==> config.mk <==
export PLATFORM = sky130hd
export DESIGN_NAME = stmm_result_writer
export DESIGN_NICKNAME = d
export VERILOG_FILES = /design/src/rtl/stmm_pkg.sv /design/src/rtl/stmm_result_writer.sv
export SDC_FILE = /design/constraint.sdc
export NUM_CORES = 2
export LEC_CHECK = 0
export ABC_AREA = 1
export BUFFER_PORTS_ARGS = -buffer_cell sky130_fd_sc_hd__buf_2
export CAP_MARGIN = 20
export CORE_AREA = 2 2 627 629
export DETAILED_ROUTE_END_ITERATION = 6
export DIE_AREA = 0 0 629 631
export GPL_TIMING_DRIVEN = 1
export PLACE_DENSITY_LB_ADDON = 0.15
export SLEW_MARGIN = 20
export SYNTH_ARGS = -nofsm -noshare
export SYNTH_HDL_FRONTEND = slang
export SYNTH_SLANG_ARGS = --single-unit
export TNS_END_PERCENT = 30
==> constraint.sdc <==
create_clock -name clk -period 2.31 [get_ports clk]
set_input_delay 0.462 -clock clk [delete_from_list [all_inputs] [get_ports clk]]
set_output_delay 0.462 -clock clk [all_outputs]
set_load 0.01 [all_outputs]
==> src/rtl/stmm_pkg.sv <==
// Shared definitions for the StMM result write-back path.
//   stmm_wr_state_e : write-back FSM states
//   beats()         : number of SDRAM beats needed for an n-byte vector
//   last_be()       : byte-enable mask for the final (possibly partial) beat
package stmm_pkg;

  typedef enum logic [1:0] {
    IDLE  = 2'd0,
    WRITE = 2'd1,
    DONE  = 2'd2
  } stmm_wr_state_e;

  function automatic int unsigned beats(input int unsigned n, input int unsigned sdram_w);
    return (n + sdram_w / 8 - 1) / (sdram_w / 8);
  endfunction

  // Low-order bits enabled for the bytes that remain in the last beat.
  // Returned 64 bits wide; callers truncate to SDRAM_W/8.
  function automatic logic [63:0] last_be(input int unsigned n, input int unsigned sdram_w);
    int unsigned bpb;
    int unsigned tail;
    logic [63:0] m;
    bpb  = sdram_w / 8;
    tail = n - (beats(n, sdram_w) - 1) * bpb;
    m    = '0;
    for (int unsigned i = 0; i < 64; i++) begin
      if (i < tail) m[i] = 1'b1;
    end
    return m;
  endfunction

endpackage

==> src/rtl/stmm_result_writer.sv <==
// StMM result write-back engine.
// Captures one N-byte result vector on in_valid and writes it to SDRAM as
// ceil(N/(SDRAM_W/8)) consecutive Avalon-MM write beats starting at base_addr.
// Ports:
//   clk, rst_n        clock, asynchronous active-low reset
//   in_valid/in_ready capture handshake (in_ready high only when idle)
//   Y_in, base_addr   result vector (byte k at [8k+7:8k]) and its SDRAM byte address
//   avm_*             Avalon-MM write master
//   done              one-cycle pulse after the last beat is accepted
//   overrun           sticky flag: in_valid seen while busy (request dropped)
module stmm_result_writer
  import stmm_pkg::*;
#(
  parameter int unsigned N       = 176,
  parameter int unsigned SDRAM_W = 128,
  parameter int unsigned ADDR_W  = 32
) (
  input  logic                   clk,
  input  logic                   rst_n,
  input  logic                   in_valid,
  output logic                   in_ready,
  input  logic [N*8-1:0]         Y_in,
  input  logic [ADDR_W-1:0]      base_addr,
  output logic [ADDR_W-1:0]      avm_address,
  output logic                   avm_write,
  output logic [SDRAM_W-1:0]     avm_writedata,
  output logic [SDRAM_W/8-1:0]   avm_byteenable,
  input  logic                   avm_waitrequest,
  output logic                   done,
  output logic                   overrun
);

  localparam int unsigned BPB   = SDRAM_W / 8;
  localparam int unsigned BEATS = beats(N, SDRAM_W);
  localparam int unsigned BUF_W = BEATS * SDRAM_W;
  localparam int unsigned CNT_W = (BEATS > 1) ? $clog2(BEATS) : 1;
  localparam logic [BPB-1:0]   LAST_BE  = BPB'(last_be(N, SDRAM_W));
  localparam logic [CNT_W-1:0] LAST_CNT = CNT_W'(BEATS - 1);

  stmm_wr_state_e     state_q;
  logic [BUF_W-1:0]   buf_q;
  logic [ADDR_W-1:0]  addr_q;
  logic [CNT_W-1:0]   cnt_q;
  logic               overrun_q;

  always_ff @(posedge clk or negedge rst_n) begin
    if (!rst_n) begin
      state_q   <= IDLE;
      buf_q     <= '0;
      addr_q    <= '0;
      cnt_q     <= '0;
      overrun_q <= 1'b0;
    end else begin
      if (in_valid && state_q != IDLE) overrun_q <= 1'b1;

      case (state_q)
        IDLE: begin
          if (in_valid) begin
            // Zero-extension fills the pad bytes of the final beat.
            buf_q   <= BUF_W'(Y_in);
            addr_q  <= base_addr;
            cnt_q   <= '0;
            state_q <= WRITE;
          end
        end
        WRITE: begin
          // Nothing moves while stalled, so address/data/byteenable hold.
          if (!avm_waitrequest) begin
            buf_q  <= buf_q >> SDRAM_W;
            addr_q <= addr_q + ADDR_W'(BPB);
            cnt_q  <= cnt_q + CNT_W'(1);
            if (cnt_q == LAST_CNT) state_q <= DONE;
          end
        end
        DONE:    state_q <= IDLE;
        default: state_q <= IDLE;
      endcase
    end
  end

  // All outputs decode registered state only; no input-to-output paths.
  assign in_ready       = (state_q == IDLE);
  assign avm_write      = (state_q == WRITE);
  assign done           = (state_q == DONE);
  assign overrun        = overrun_q;
  assign avm_address    = addr_q;
  assign avm_writedata  = buf_q[SDRAM_W-1:0];
  assign avm_byteenable = !avm_write          ? '0 :
                          (cnt_q == LAST_CNT) ? LAST_BE : '1;

endmodule

## After elaboration in Yosys (flattened, before gate mapping)

Index checks and enable logic that the tools add are counted.
W data, S select, Z words.

- Muxes and demuxes: 14
- Equality and inequality tests: 6
- Reduce and logical (&&, ||, !) cells: 6
- Add/subtract/negate cells: 2

Operators with widths:

| operator | number |
|---|---|
| $mux W1408 | 2 |
| $pmux W1408 S2 | 1 |
| $mux W32 | 2 |
| $pmux W32 S2 | 1 |
| $add A32 B5 Y32 const B | 1 |
| $mux W16 | 1 |
| $mux W4 | 2 |
| $pmux W4 S2 | 1 |
| $mux W2 | 3 |
| $reduce_and A3 Y1 | 2 |
| $add A4 B1 Y4 const B | 1 |
| $eq A4 B4 Y1 const B | 1 |
| $ne A2 B2 Y1 const B | 2 |
| $pmux W2 S2 | 1 |
| $reduce_bool A2 Y1 | 2 |
| $eq A2 B1 Y1 const B | 1 |
| $eq A2 B2 Y1 const B | 1 |
| $logic_not A2 Y1 | 1 |
| $ne A2 B1 Y1 const B | 1 |
| $logic_and A1 B1 Y1 | 1 |

- Word-level logic and storage cells: 33
- Register bits: 1447
- Output and inout bits: 180
- Input bits: 1444

## Depth between registers and ports, before layout

- Depth in word-level cells: 4
- Gate-level depth with buffers: 11
- Gate-level depth less buffers: 10

## Worst setup path before layout

OpenSTA, ideal clock, no wires.

- Kind: flip-flop to output port
- From: register state_q[1]
- To: output avm_byteenable[0]
- Stages on the path, launching flop included: 6
- Arrival time: 1.767 ns
- Buffers on the path: 4
- Setup slack: 0.081 ns
- Required time: 1.848 ns
- Cells stage by stage: dfrtp_1 nor2_2 buf_2 buf_2 clkbuf_1 buf_4

- Cells in the longest elaborated chain, start to end: 2

Ends and longest elaborated chain:

| what | line | RTL |
|---|---|---|
| start: declaration | stmm_result_writer.sv:40 | `stmm_wr_state_e state_q;` |
| start signal: assignment | stmm_result_writer.sv:48 | `state_q <= IDLE;` |
| start signal: assignment | stmm_result_writer.sv:63 | `state_q <= WRITE;` |
| start signal: assignment | stmm_result_writer.sv:72 | `if (cnt_q == LAST_CNT) state_q <= DONE;` |
| $eq A2 B1 Y1 | stmm_result_writer.sv:83 | `assign avm_write = (state_q == WRITE);` |
| via avm_write | stmm_result_writer.sv:25 | `output logic avm_write,` |
| $mux W16 | stmm_result_writer.sv:88 | `assign avm_byteenable = !avm_write ? '0 :` |
| end: declaration | stmm_result_writer.sv:27 | `output logic [SDRAM_W/8-1:0] avm_byteenable,` |

The timed path passes the listed nets, and every way through them passes these cells.

## Worst setup path after layout

- From: register state_q[1]
- To: output avm_byteenable[11]

- Cells in the longest elaborated chain, start to end: 2

Ends and longest elaborated chain:

| what | line |
|---|---|
| $eq A2 B1 Y1 | stmm_result_writer.sv:83 |
| $mux W16 | stmm_result_writer.sv:88 |

Every way passes these cells.

==> results.md <==
* Status: finished with violations
* Violated checks: setup timing
* Post-synthesis sequential area ratio at 0.5309
* Async SR Flop Fraction at 1.000
* CTS tree: built
* CP max-delay cell: dfrtp_1
* Largest net degree at the start of global routing at 134
* CP Max Fanout at 6
* Starting Density at 0.1745
* Initial antenna violation count at 283
* Met3 WL at 14.88 mm
* Internal at 76490 uW
* Cell variety after synth at 31
* Post-Synth XOR/XNOR Area at 0.0003853
* Die Span X at 629 um
* Flops & latches, synth at 1447
* Layout cell share with drive strength beyond 1 at 0.2071
* Gate power share at 0.453
* Reg clk slew, reported paths at 0.06 ns
* Top FF cell, synth: dfrtp_1
* Pwr Density at 1254 nW/um^2
* Slew Limit Fails at 0
* Fmax at 0.4170 GHz
* Commonest cells in the netlist: nand2_1 (1775), dfrtp_1 (1447), o21ai_0 (1416), inv_1 (1182), o211ai_1 (1024)
* FP Rows at 230
* Final wirelength at 373.4 mm
* Most frequent cell after synthesis: nand2_1
* CP required at 1.85 ns
* Num Clock Sinks at 1447
* Startpoint types: flip-flop
* Gp weighted congestion at 0.8636
* Post-DP HPWL at 279.2 mm
* CP most frequent cell: buf_16
* Final antenna-violating net count at 0
* I/O Buffers at 1623
* DRC viols at 0
* Syn nets at 9472
* Crit path largest cell delay at 0.40 ns
* Top Layer Used: met5
* Post-Synth Adder-Cell Area at 0.0005504
* Post-Synth Simple-Gate Area at 0.1116
* Fillcell total at 42.83k
* Clk_lat worst skew at 0.92 ns
* IO Pins at 1624
* PnR worst setup slack at -0.08835 ns
* Area taken by multi-input logic gates at 23630 sq um
* Core box area at 390800 sq um
* M1 WL at 167.1 mm
* Setup slack at placement at -0.1079 ns
* Yosys top cell by area: dfrtp_1
* Crit path launch: state_q[1]
* CP Class: reg2out
* Tot GR Track Use at 0.1757
* Vias in the first global route at 67.22k
* Hold Violations, Final at 0
* Final setup vio count at 19
* Die ar. at 396900 sq um
* Max VDD drop at 0.0006408 V
* Mux cell area share after synthesis at 0
* HP Start: Y_in[155]
* Area grow syn2layout at 54.15%
* 1st-pass router iterations at 6
* # nets final at 12.30k
* Num CTS Buffers at 196
* Synthesized area per cell at 8.498 sq um
* Vias per inst at 4.133
* DR WL/cell at 22.82 um
* LEAKAGE at 0.05005 uW
* Post-synth top area share at 0.5309
* Sequential share of power at 0.312
* Worst-path cell chain: nor2_4 > buf_12 > buf_16 > buf_16 > buf_6
* Final period utilization at 1.038
* H-tree depth at 4
* Slew HR at 0.5380
* Top cells by area, synth: dfrtp_1 (53%), o211ai_1 (11%), o21ai_0 (10%), nand2_1 (9.8%), inv_1 (6.5%)
* First-pass GRT wire length at 506.1 mm
* Post-synth EDFFs at 0
* Fin area at 105100 sq um
* Root Driver: clkbuf_16
* Via count at 67.63k
* Placed inst area at 82020 sq um
* Clock Path Buffers at 4
* DIE HEIGHT at 631 um
* RSZ-0062 raised after global routing: yes
* CP arrival at 1.94 ns
* Compound-Gate Fraction of Synth Area at 0.2329
* Clock power frac at 0.235
* Largest family of logic cells by synthesized area: compound AO/OA/AOI/OAI gates
* Switching Fraction at 0.4196
* Setup TNS at -1.473 ns
* Mapped Area at 68200 sq um
* P_sw at 55310 uW
* Max cap viols at 0
* Util after Layout at 0.2690
* Gate Count Post-Synth at 8025
* Worst-margin pin slew at 0.6930 ns
* Origin of the critical flop-to-flop path: state_q[1]
* Routed wl met2 at 176.6 mm
* DR iter-0 viols at 5072
* Final min period at 2.398 ns
* Global route overflow at 0
* Final setup skew at 0.07320 ns
* Worst hold path type: in2reg
* Crit end category: output port
* Synth warnings at 0
* Reg area at 36210 sq um
power by group through the flow:
stage / combinational (uW) / clock, uW / sequential [uW]
floorplan: 34700 / 0 / 40600
global placement: 53000 / 0 / 41200
detailed placement: 53500 / 0 / 41500
CTS: 56700 / 32100 / 41100
global route: 67100 / 33000 / 42300
finish: 59700 / 31000 / 41100
placed cells by master, fill, tap and decap left out, drive strengths merged, types with 2 or more instances in the layout:
| master | Yosys | layout |
|---|---|---|
| bufinv | 0 | 6 |
| bufbuf | 0 | 2 |
| a21oi | 35 | 35 |
| a22oi | 4 | 4 |
| ha | 3 | 3 |
| buf | 429 | 1916 |
| xnor2 | 2 | 2 |
| nor4 | 2 | 2 |
| nand2 | 1776 | 1776 |
| o211ai | 1024 | 1024 |
| nand3b | 3 | 3 |
| diode | 0 | 142 |
| nand3 | 28 | 28 |
| o21bai | 5 | 5 |
| a31oi | 130 | 130 |
| inv | 1184 | 1190 |
| nor2 | 196 | 196 |
| clkinv | 1 | 36 |
| clkbuf | 325 | 335 |
| clkinvlp | 0 | 3 |
| o21ai | 1424 | 1424 |
| dfrtp | 1447 | 1447 |
| o22ai | 2 | 2 |
| dlygate4sd3 | 0 | 1426 |
kinds of logic after synthesis:
group | count (synthesis)
adders and majority gates | 3
buffers and inverters | 1939
and+or+nand+nor | 2009
DFF | 1447
AOI/OAI and AO/OA | 2624
xor gates and xnor gates | 3
flip-flops by register name, summed over array words and instances, names as in the netlist:
signal	cells
avm_address	32
buf_q	1408
cnt_q	4
overrun	1
state_q	2
worst max-delay path, delay by kind of cell (launching register included):
| family | cells | cell delay [ns] |
|---|---|---|
| buf+inv | 4 | 0.50 |
| flops | 1 | 0.40 |
| simple gates | 1 | 0.16 |
routing by layer:
| metal | vias up | GRT usage |
|---|---|---|
| li1 | 32260 | - |
| met1 | 32630 | 0.2326 |
| met2 | 1974 | 0.2896 |
| met3 | 710 | 0.02488 |
| met4 | 56 | 0.06632 |
| met5 | - | 0 |
timing repair:
| action | in CTS | in global routing |
|---|---|---|
| hold buffers | 1426 | 0 |
| resized for setup | 21 | 129 |
| cloned | 4 | 39 |
| setup endpoints to repair | 58 | 489 |
| hold endpoints to repair | 1696 | 0 |
| pin swaps | 1 | 9 |
| buffers inserted | 6 | 27 |
area by class of cell:
class / instances / area share
tap: 5220 / 0.06213
inverter: 1185 / 0.04245
antenna: 142 / 0.003380
multi-input combinational: 4639 / 0.2248
timing repair buffer: 3381 / 0.2620
clock inverter: 50 / 0.005415
sequential: 1447 / 0.3444
clock buffer: 298 / 0.05545
path summary, 6_finish.rpt:
kind / end / cells past startpoint / slack (ns)
min in group asynchronous: buf_q[343] / 2 / 0.16
max in group asynchronous: buf_q[1037] / 3 / 0.99
hold / removal: buf_q[155] / 3 / 0.07
setup / recovery: avm_byteenable[11] / 5 / -0.09
setup reg to reg: buf_q[761] / 8 / -0.04
hold reg to reg: overrun / 1 / 0.47
stage by stage:
stage,power [uW],hold slack [ns],std cells
final,131800,0.06855,16360
after global routing,142500,0.04802,16330
after CTS,129900,0.004382,16150
after detailed placement,94970,0.4232,14370
after global placement,94260,0.4202,14370
after floorplan,75280,0.1664,8025
(Power assumes the default switching activity.)
